**src/rtl/afifo_burst_drain.sv**
```systemverilog
// ---------------------------------------------------------------------------
// afifo_burst_drain
//
// Purpose:
//   Drains the read port of an async FIFO chain in fixed-length bursts of
//   BurstLen words onto a valid/ready stream with a last marker. A burst is
//   started by the chain's (already synchronised) read threshold. A flush
//   request forces out any trailing partial data, padding the final burst to
//   BurstLen words with PadWord once the chain has been dry for PadDelay
//   cycles.
//
// Ports:
//   clk            in   clock (same as the chain read clock)
//   rst            in   asynchronous active-high reset
//   fifo_r_trigger out  pop strobe to the chain (combinational)
//   fifo_r_data    in   chain read data, valid while fifo_r_ready=1
//   fifo_r_ready   in   chain holds at least one word
//   fifo_r_thresh  in   chain fill >= read threshold
//   flush          in   single-cycle request to drain the remainder
//   flush_done     out  single-cycle pulse when a flush has completed
//   out_valid      out  output word valid (registered)
//   out_data       out  output word (registered)
//   out_last       out  final word of a burst (registered)
//   out_ready      in   sink accepts the word when out_valid & out_ready
//   busy           out  a burst is in progress or a word is pending
// ---------------------------------------------------------------------------
module afifo_burst_drain #(
  parameter int           W        = 16,
  parameter int           BurstLen = 256,
  parameter logic [W-1:0] PadWord  = '0,
  parameter int           PadDelay = 8
) (
  input  logic         clk,
  input  logic         rst,
  output logic         fifo_r_trigger,
  input  logic [W-1:0] fifo_r_data,
  input  logic         fifo_r_ready,
  input  logic         fifo_r_thresh,
  input  logic         flush,
  output logic         flush_done,
  output logic         out_valid,
  output logic [W-1:0] out_data,
  output logic         out_last,
  input  logic         out_ready,
  output logic         busy
);

  localparam int RemW = $clog2(BurstLen + 1);
  localparam int DryW = $clog2(PadDelay + 1);
  localparam logic [RemW-1:0] RemFull = RemW'(BurstLen);
  localparam logic [RemW-1:0] RemOne  = RemW'(1);
  localparam logic [DryW-1:0] DryMax  = DryW'(PadDelay);
  localparam logic [DryW-1:0] DryOne  = DryW'(1);

  typedef enum logic {
    S_IDLE,
    S_BURST
  } state_t;

  state_t          r_state;
  logic [RemW-1:0] r_remain;
  logic [DryW-1:0] r_dry_cnt;
  logic            r_flush_pend;
  logic            r_padded;
  logic            r_flush_done;
  logic            r_out_valid;
  logic [W-1:0]    r_out_data;
  logic            r_out_last;

  logic w_dry;
  logic w_load_ok;
  logic w_slot;
  logic w_pop;
  logic w_pad;
  logic w_load;
  logic w_burst_end;
  logic w_idle_flush;
  logic w_clear_pend;

  // Chain has been empty long enough that no in-flight word can still arrive.
  assign w_dry     = (r_dry_cnt == DryMax);
  // Single output register: it may be refilled in the same cycle it drains.
  assign w_load_ok = !r_out_valid || out_ready;
  // A burst word may be produced this cycle.
  assign w_slot    = (r_state == S_BURST) && w_load_ok && (r_remain != '0);
  // Once a burst has started padding it never pops again, so late chain
  // words are kept for the next burst.
  assign w_pop     = w_slot && !r_padded && fifo_r_ready;
  assign w_pad     = w_slot && (r_padded || (!fifo_r_ready && r_flush_pend && w_dry));
  assign w_load    = w_pop || w_pad;

  assign w_burst_end  = (r_state == S_BURST) && r_out_valid && out_ready && r_out_last;
  // Flush with nothing left to send: complete without emitting an empty burst.
  assign w_idle_flush = (r_state == S_IDLE) && !fifo_r_thresh && r_flush_pend &&
                        !fifo_r_ready && w_dry;
  assign w_clear_pend = w_idle_flush || (w_burst_end && r_padded);

  always_ff @(posedge clk or posedge rst) begin
    if (rst) begin
      r_state      <= S_IDLE;
      r_remain     <= '0;
      r_dry_cnt    <= '0;
      r_flush_pend <= 1'b0;
      r_padded     <= 1'b0;
      r_flush_done <= 1'b0;
      r_out_valid  <= 1'b0;
      r_out_data   <= '0;
      r_out_last   <= 1'b0;
    end else begin
      if (fifo_r_ready) begin
        r_dry_cnt <= '0;
      end else if (!w_dry) begin
        r_dry_cnt <= r_dry_cnt + DryOne;
      end

      // A new request wins over a completion in the same cycle.
      if (flush) begin
        r_flush_pend <= 1'b1;
      end else if (w_clear_pend) begin
        r_flush_pend <= 1'b0;
      end
      r_flush_done <= w_clear_pend;

      if (w_load) begin
        r_out_valid <= 1'b1;
        r_out_data  <= w_pad ? PadWord : fifo_r_data;
        r_out_last  <= (r_remain == RemOne);
        r_remain    <= r_remain - RemOne;
        if (w_pad) begin
          r_padded <= 1'b1;
        end
      end else if (w_load_ok) begin
        // Current word (if any) was taken and nothing replaces it.
        r_out_valid <= 1'b0;
        r_out_last  <= 1'b0;
      end

      case (r_state)
        S_IDLE: begin
          if (fifo_r_thresh || (r_flush_pend && fifo_r_ready)) begin
            r_state  <= S_BURST;
            r_remain <= RemFull;
            r_padded <= 1'b0;
          end
        end
        S_BURST: begin
          if (w_burst_end) begin
            r_state  <= S_IDLE;
            r_padded <= 1'b0;
          end
        end
        default: r_state <= S_IDLE;
      endcase
    end
  end

  assign fifo_r_trigger = w_pop;
  assign flush_done     = r_flush_done;
  assign out_valid      = r_out_valid;
  assign out_data       = r_out_data;
  assign out_last       = r_out_last;
  assign busy           = (r_state != S_IDLE) || r_out_valid;

endmodule
```
**config.mk**
```make
export PLATFORM = sky130hd
export DESIGN_NAME = afifo_burst_drain
export DESIGN_NICKNAME = d
export VERILOG_FILES = /design/src/rtl/afifo_burst_drain.sv
export SDC_FILE = /design/constraint.sdc
export NUM_CORES = 1
export LEC_CHECK = 0
export ABC_AREA = 1
export BUFFER_PORTS_ARGS = -buffer_cell sky130_fd_sc_hd__buf_2
export CAP_MARGIN = 20
export CORE_ASPECT_RATIO = 0.7
export CORE_UTILIZATION = 45
export DETAILED_ROUTE_END_ITERATION = 6
export GPL_TIMING_DRIVEN = 0
export PLACE_DENSITY = 0.66
export SYNTH_ARGS = -nofsm -noshare
export SYNTH_HDL_FRONTEND = slang
export SYNTH_SLANG_ARGS = --single-unit
```
**constraint.sdc**
```tcl
create_clock -name clk -period 4.1 [get_ports clk]
set_input_delay 0.82 -clock clk [delete_from_list [all_inputs] [get_ports clk]]
set_output_delay 0.82 -clock clk [all_outputs]
set_load 0.005 [all_outputs]
```
==> results of run 1 <==
==> worst max-delay path, cell delays in order <==
cell and delay, ns:
buf_2 0.10, inv_1 0.07, a21oi_4 0.15, nand3_2 0.13
inv_2 0.16, buf_4 0.20, buf_2 0.12
==> registers in the layout, indices dropped and copies added, names as in the netlist <==
register	cells
r_state	1
flush_done	1
out_data	16
r_dry_cnt	4
r_padded	1
out_valid	1
r_remain	9
out_last	1
r_flush_pend	1
==> worst max path at each step <==
stage	slack [ns]	start	end
final	1.53	out_ready	fifo_r_trigger
after CTS	1.50	out_ready	fifo_r_trigger
after global placement	1.53	out_ready	fifo_r_trigger
after global routing	1.38	r_remain[0]	fifo_r_trigger
after detailed placement	1.51	out_ready	fifo_r_trigger
after floorplan	1.88	out_ready	fifo_r_trigger
==> through the flow <==
| stage | area [sq um] | total power, mW | hold slack, ns | utilization |
|---|---|---|---|---|
| final | 2160 | 0.956 | 0.470 | 0.599 |
| after global placement | 2010 | 0.641 | 0.449 | 0.559 |
| after detailed placement | 2040 | 0.647 | 0.453 | 0.567 |
| after global routing | 2160 | 1.02 | 0.502 | 0.599 |
| after floorplan | 1740 | 0.597 | 0.459 | - |
| after CTS | 2160 | 0.965 | 0.470 | 0.599 |
==> placed cells by master (no fill, tap or decap) <==
cell type	instances
nand3_1	8
a21oi_1	5
a211oi_1	1
ha_1	5
nor2_2	2
buf_4	1
nor3_1	3
o21ai_0	4
nand2_2	4
clkinv_1	1
nor2_4	1
o31ai_1	1
nand3_2	2
a21oi_4	1
nand2_4	2
inv_2	7
buf_6	2
clkbuf_8	6
buf_16	1
xnor2_1	1
o21ai_2	1
nand4_1	2
nor2_1	21
o21ai_1	4
inv_1	19
dfrtp_1	35
o21bai_1	1
xor2_1	4
buf_2	42
nand2_1	67
buf_12	1
bufinv_16	1
clkinv_2	1
inv_4	1
==> area by class of cell <==
| type | instances | area share |
|---|---|---|
| Timing Repair Buffer | 43 | 0.110 |
| Inverter | 28 | 0.0498 |
| Multi-Input combinational cell | 140 | 0.328 |
| Clock inverter | 2 | 0.0162 |
| Buffer | 4 | 0.0232 |
| Clock buffer | 6 | 0.0382 |
| Sequential cell | 35 | 0.406 |
| Tap cell | 50 | 0.0290 |
==> cells by family (layout without fill, tap and decap cells) <==
family | count (synthesis) | in the layout | synth area share
xor gates and xnor gates | 5 | 5 | 0.0251
adders and majority gates | 5 | 5 | 0.0359
AOI/OAI and AO/OA | 18 | 18 | 0.0647
buffers and inverters | 32 | 83 | 0.0905
and+or+nand+nor | 112 | 112 | 0.281
DFF | 35 | 35 | 0.503
==> metal layers <==
layer | up-vias | track usage | share of wire
met5 | - | 0 | 0
met4 | 0 | 0.0577 | 0.0098
met3 | 4 | 0.0661 | 0.052
met2 | 35 | 0.242 | 0.39
met1 | 635 | 0.251 | 0.55
li1 | 734 | - | -
==> report_power, final <==
| group | internal (mW) | leakage (nW) | switching, mW | total, mW |
|---|---|---|---|---|
| Combinational | 0.0836 | 0.744 | 0.132 | 0.216 |
| Clock | 0.197 | 0.0612 | 0.120 | 0.317 |
| Sequential | 0.389 | 0.442 | 0.0343 | 0.424 |
==> summary.md, run 1 <==
| Metric | Value |
|---|---|
| Worst hold endpoint | `out_data[4]` |
| Synth area leaders | `dfrtp_1 (50%), nand2_1 (14%), nor2_1 (4.5%)` |
| Final WS setup | `1.53 ns` |
| Synth cell count leaders | `nand2_1 (67), dfrtp_1 (35), nor2_1 (21), inv_1 (19), nand3_1 (8)` |
| Final net count | `284` |
| Area delta synth->final | `24.0%` |
| Post-synth EDFFs | `0` |
| Leak | `1.25 nW` |
| Final Skew | `0.00782 ns` |
| Die outline area | `0.00413 sq mm` |
| Largest net degree at the start of global routing | `22` |
| CP arrival | `1.75 ns` |
| Type of the worst min-delay path | `flop to flop` |
| Port bufs | `42` |
| Tightest Pin Transition | `0.841 ns` |
| Post-synth top area share | `0.503` |
| Cell Count Post-Placement | `300` |
| Wirelength, routed | `3.27 mm` |
| CTS tree | `built` |
| Dpl ws | `1.51 ns` |
| Crit start category | `input pin` |
| WHS Path Cells | `2` |
| N_diodes | `0` |
| Initial antenna violation count | `0` |
| Register bit count reported by yosys | `35` |
| Sink Count | `35` |
| Root buf cell | `clkbuf_8` |
| First-pass DRT Iterations | `5` |
| FF/Latch Area | `876 sq um` |
| Routed Antenna Nets | `0` |
| R2R Path Start | `r_remain[0]` |
| Worst Reg2Reg Path Length in Cells | `10` |
| Post-CTS Resized | `0` |
| Gate Count Post-Synth | `207` |
| Count of pins over their slew limit | `0` |
| DR vias/cell | `4.57` |
| Yosys warnings | `0` |
| CP Capture Type | `primary output` |
| Power Density | `443 mW/mm^2` |
| Hold Vio Cnt, Final | `0` |
| CTS hold repair buffers | `0` |
| Syn avg cell area | `8.41 sq um` |
| Unrepaired setup endpoints after global routing | `false` |
| Most common cell in the netlist | `nand2_1` |
| Post-CTS Setup Bufs | `0` |
| Die H | `54.1 um` |
| Cell taking the most area after synthesis | `dfrtp_1` |
| Num CTS Buffers | `5` |
| Max_cap viols | `0` |
| Min Tclk post-route | `2.57 ns` |
| Finished Layout Cells | `308` |
| Fmax | `389 MHz` |
| Routed length per instance | `10.6 um` |
| Synthesized cell area | `0.00174 sq mm` |
| HPWL after detailed placement | `2.48 mm` |
| Most used DFF post-synth | `dfrtp_1` |
| Crit path kind | `input pin to primary output` |
| Fraction of layout cells with a size suffix above 1 | `0.295` |
| H-tree level count | `2` |
| CP Max Fanout | `10` |
| Req. time, crit path | `3.28 ns` |
| Reg-to-reg endpoint | `out_valid` |
| Reg2Reg Setup Slack | `2.53 ns` |
| DR DRC count | `0` |
| Slew HR | `0.439` |
| Routability Congestion | `0.773` |
| Core area | `0.00360 sq mm` |
| Yosys cell types | `29` |
| Total grt overflow | `0` |
| Multi-input logic area | `708 sq um` |
| TNS Setup | `0 ns` |
| Via count | `1408` |
| Latest clock arrival within the worst-skew pair | `0.29 ns` |
| Post-synthesis sequential area ratio | `0.503` |
| Fill count | `340` |
| Rows | `18` |
| Die Width | `76.4 um` |
| Initial cell density of the core | `0.483` |
| Vias in the first global route | `1174` |
| Boundary Pins | `43` |
| DRT iter0 DRCs | `42` |
| Ys async rst share | `1.00` |
| Clock Path Buffers | `2` |
| Peak VDD IR | `0.363 mV` |
| Clock transition at path regs | `0.07 ns` |
| Outcome | `finished, final reports clean` |
| Final Setup Violations | `0` |
| Min-delay src | `out_data[4]` |
| Synthesized net count | `234` |
| First-pass GRT wire length | `5.42 mm` |
| GRT Total Usage | `0.175` |
| Fin crit share | `0.627` |
No activity file was read; power rests on OpenSTA's default activity.
==> run 2: changes to the inputs <==
--- a/config.mk
+++ b/config.mk
@@ -12,7 +12,7 @@
 export CORE_UTILIZATION = 45
 export DETAILED_ROUTE_END_ITERATION = 6
 export GPL_TIMING_DRIVEN = 0
-export PLACE_DENSITY = 0.66
+export PLACE_DENSITY = 0.69
 export SYNTH_ARGS = -nofsm -noshare
 export SYNTH_HDL_FRONTEND = slang
 export SYNTH_SLANG_ARGS = --single-unit
==> constraint.sdc (replaced) <==
create_clock -name clk -period 2.2 [get_ports clk]
set_input_delay 0.44 -clock clk [delete_from_list [all_inputs] [get_ports clk]]
set_output_delay 0.44 -clock clk [all_outputs]
set_load 0.005 [all_outputs]
==> run 2 against run 1 <==
  * Sequential power increased by 86%
  * Core utilization up 0.49 points
  * Die area stayed put
  * Sequential share of layout area fell by 0.33 points
  * Critical path depth is 2 higher
  * Clock power increased by 88%
  * Hold slack worse by 0.18 ns
  * Register-to-register slack got worse by 1.9 ns
  * Highest routed layer unchanged
==> summary.md, run 2 (synthesized netlist as in run 1, its figures left out) <==
| Metric | Value |
|---|---|
| Req. time, crit path | `1.76 ns (-1.52 ns)` |
| Sequential share of power | `0.439 (-0.004)` |
| Switching Fraction | `0.302 (+0.00187)` |
| Core area | `0.00360 sq mm (unchanged)` |
| Via count | `1393 (-1.1%)` |
| Clock Path Buffers | `2 (unchanged)` |
| Routability Congestion | `0.812 (+4.9%)` |
| Buf/Inv on CP | `4 (-1)` |
| Max FFs per register | `16 (unchanged)` |
| Final Setup Violations | `0 (unchanged)` |
| Largest stage delay, worst path | `0.38 ns (+0.18 ns)` |
| Leak | `1.26 nW (+0.68%)` |
| Peak VDD IR | `0.770 mV (+110%)` |
| Die H | `54.1 um (unchanged)` |
| Die outline area | `0.00413 sq mm (unchanged)` |
| Count of pins over their slew limit | `0 (unchanged)` |
| Unrepaired setup endpoints after global routing | `false` |
| Vias in the first global route | `1122 (-4.4%)` |
| H-tree level count | `2 (unchanged)` |
| Final core utilization | `0.604 (+0.00486)` |
| Slew HR | `0.486 (+0.0468)` |
| Initial antenna violation count | `0 (unchanged)` |
| HPWL after detailed placement | `2.43 mm (-2.3%)` |
| GRT Total Usage | `0.168 (-0.00747)` |
| Root buf cell | `clkbuf_8` |
| Rows | `18 (unchanged)` |
| Slowest CP cell | `dfrtp_1` |
| Initial cell density of the core | `0.483 (unchanged)` |
| Largest net degree at the start of global routing | `20 (-9.1%)` |
| Total grt overflow | `0 (unchanged)` |
| Pint | `1.25 mW (+87%)` |
| Fraction of layout cells with a size suffix above 1 | `0.304 (+0.00927)` |
| Die Width | `76.4 um (unchanged)` |
| DRT iter0 DRCs | `67 (+60%)` |
| Cell chain of the critical path | `inv_1 -> ha_1 -> nand2_1 -> nor2_2 -> nand2_2 -> nand3_2 -> inv_4 -> buf_4 -> buf_2` |
| Min Tclk post-route | `2.06 ns` |
| Power Density | `825 mW/mm^2 (+86%)` |
| Final Skew | `0.00712 ns (-0.000705 ns)` |
| CP Max Fanout | `10 (unchanged)` |
| Clock transition at path regs | `0.07 ns (about the same)` |
| Hold Vio Cnt, Final | `0 (unchanged)` |
| Routed Antenna Nets | `0 (unchanged)` |
| Sw Pwr | `0.542 mW (+89%)` |
| Worst Reg2Reg Path Length in Cells | `11 (+1)` |
| Most common cell after layout, fill and taps aside | `nand2_1` |
| TNS Setup | `0 ns (unchanged)` |
| CP Capture Type | `primary output` |
| Latest clock arrival within the worst-skew pair | `0.28 ns (about the same)` |
| DR DRC count | `0 (unchanged)` |
| Boundary Pins | `43 (unchanged)` |
| Fmax | `486 MHz` |
| Crit path kind | `flop to primary output` |
| Num CTS Buffers | `5 (unchanged)` |
| CP arrival | `1.62 ns (-0.13 ns)` |
| First-pass GRT wire length | `5.25 mm (-3.1%)` |
| Worst path depth | `9 (+2)` |
| Comb pwr share | `0.229 (+0.003)` |
| DR vias/cell | `4.49 (-1.7%)` |
| Port bufs | `42 (unchanged)` |
| Sink Count | `35 (unchanged)` |
| Final net count | `286 (+0.70%)` |
| Tightest Pin Transition | `0.771 ns (-0.0701 ns)` |
| Outcome | `finished, final reports clean` |
| First-pass DRT Iterations | `4 (-1)` |
| Fin crit share | `0.935` |
| N_diodes | `0 (unchanged)` |
| Max_cap viols | `0 (unchanged)` |
| Wirelength, routed | `3.23 mm (-1.3%)` |
| Area delta synth->final | `25.0%` |
| Clock power frac | `0.332 (about the same)` |
| Most frequent cells in the layout | `nand2_1 (67), buf_2 (42), dfrtp_1 (35), nor2_1 (21), inv_1 (18)` |
| Type of the worst min-delay path | `input pin to async pin` |
| Crit start category | `flop` |
| Routed length per instance | `10.4 um (-2.0%)` |
| Delay-heaviest family, CP | `buffers and inverters` |
| CTS tree | `built` |
-- run 2: cell count changes in the layout (fill, tap and decap cells not counted), sizes merged --
cell  before  now
buf       47   49
-- run 2: layer usage --
layer,track usage,routed length (um),vias to the layer above
li1,-,-,746
met1,0.255,1720,607
met2,0.219,1290,38
met3,0.0525,189,2
met4,0.0577,34,0
met5,0,0,-
-- run 2: power groups by stage --
stage	sequential, mW	combinational, mW	clock (mW)
after global placement	0.800	0.392	0
after global routing	0.803	0.477	0.632
final	0.788	0.412	0.596
after floorplan	0.789	0.324	0
after detailed placement	0.798	0.407	0
after CTS	0.787	0.410	0.610
-- run 2: layout make-up --
class | count | area, sq um
Fill cell | 317 | 1430
Sequential cell | 35 | 876
Multi-Input combinational cell | 140 | 708
Timing Repair Buffer | 45 | 253
Inverter | 28 | 110
Clock buffer | 6 | 82.6
Tap cell | 50 | 62.6
Buffer | 4 | 50.0
Clock inverter | 2 | 35.0
-- run 2: final timing paths --
kind                             endpoint    startpoint  slack, ns
max reg2reg                     out_valid  r_dry_cnt[0]       0.64
max                        fifo_r_trigger   r_remain[1]       0.14
max in group asynchronous       out_valid           rst       1.37
min                          out_data[15]           rst       0.29
min reg2reg                  out_data[14]  out_data[14]       0.47
min in group clk             r_flush_pend         flush       0.35
-- run 2: worst register-to-register path: cells and delay by family (launching register included) --
kind            cells  cell delay (ns)
compound gates      1             0.08
fa+ha+maj           1             0.18
simple gates        5             0.40
buf+inv             4             0.35
flops               1             0.41
-- run 2: timing repair --
action / in CTS / in global routing
gates resized for setup: 0 / 2
setup buffers: 0 / 2
hold buffers: 0 / 0
endpoints found under the setup margin: 0 / 1
-- run 2: metrics by stage --
| step | total power [mW] | setup WS [ns] | std cells | cell area, sq um | hold WS, ns |
|---|---|---|---|---|---|
| 2_1_floorplan | 1.11 | 0.595 | 207 | 1740 | 0.459 |
| 3_3_place_gp | 1.19 | 0.347 | 299 | 2010 | 0.449 |
| 3_5_place_dp | 1.21 | 0.350 | 300 | 2040 | 0.453 |
| 4_1_cts | 1.81 | 0.0159 | 308 | 2160 | 0.307 |
| 5_1_grt | 1.91 | 0.0286 | 310 | 2180 | 0.349 |
| 6_report | 1.80 | 0.142 | 310 | 2180 | 0.290 |
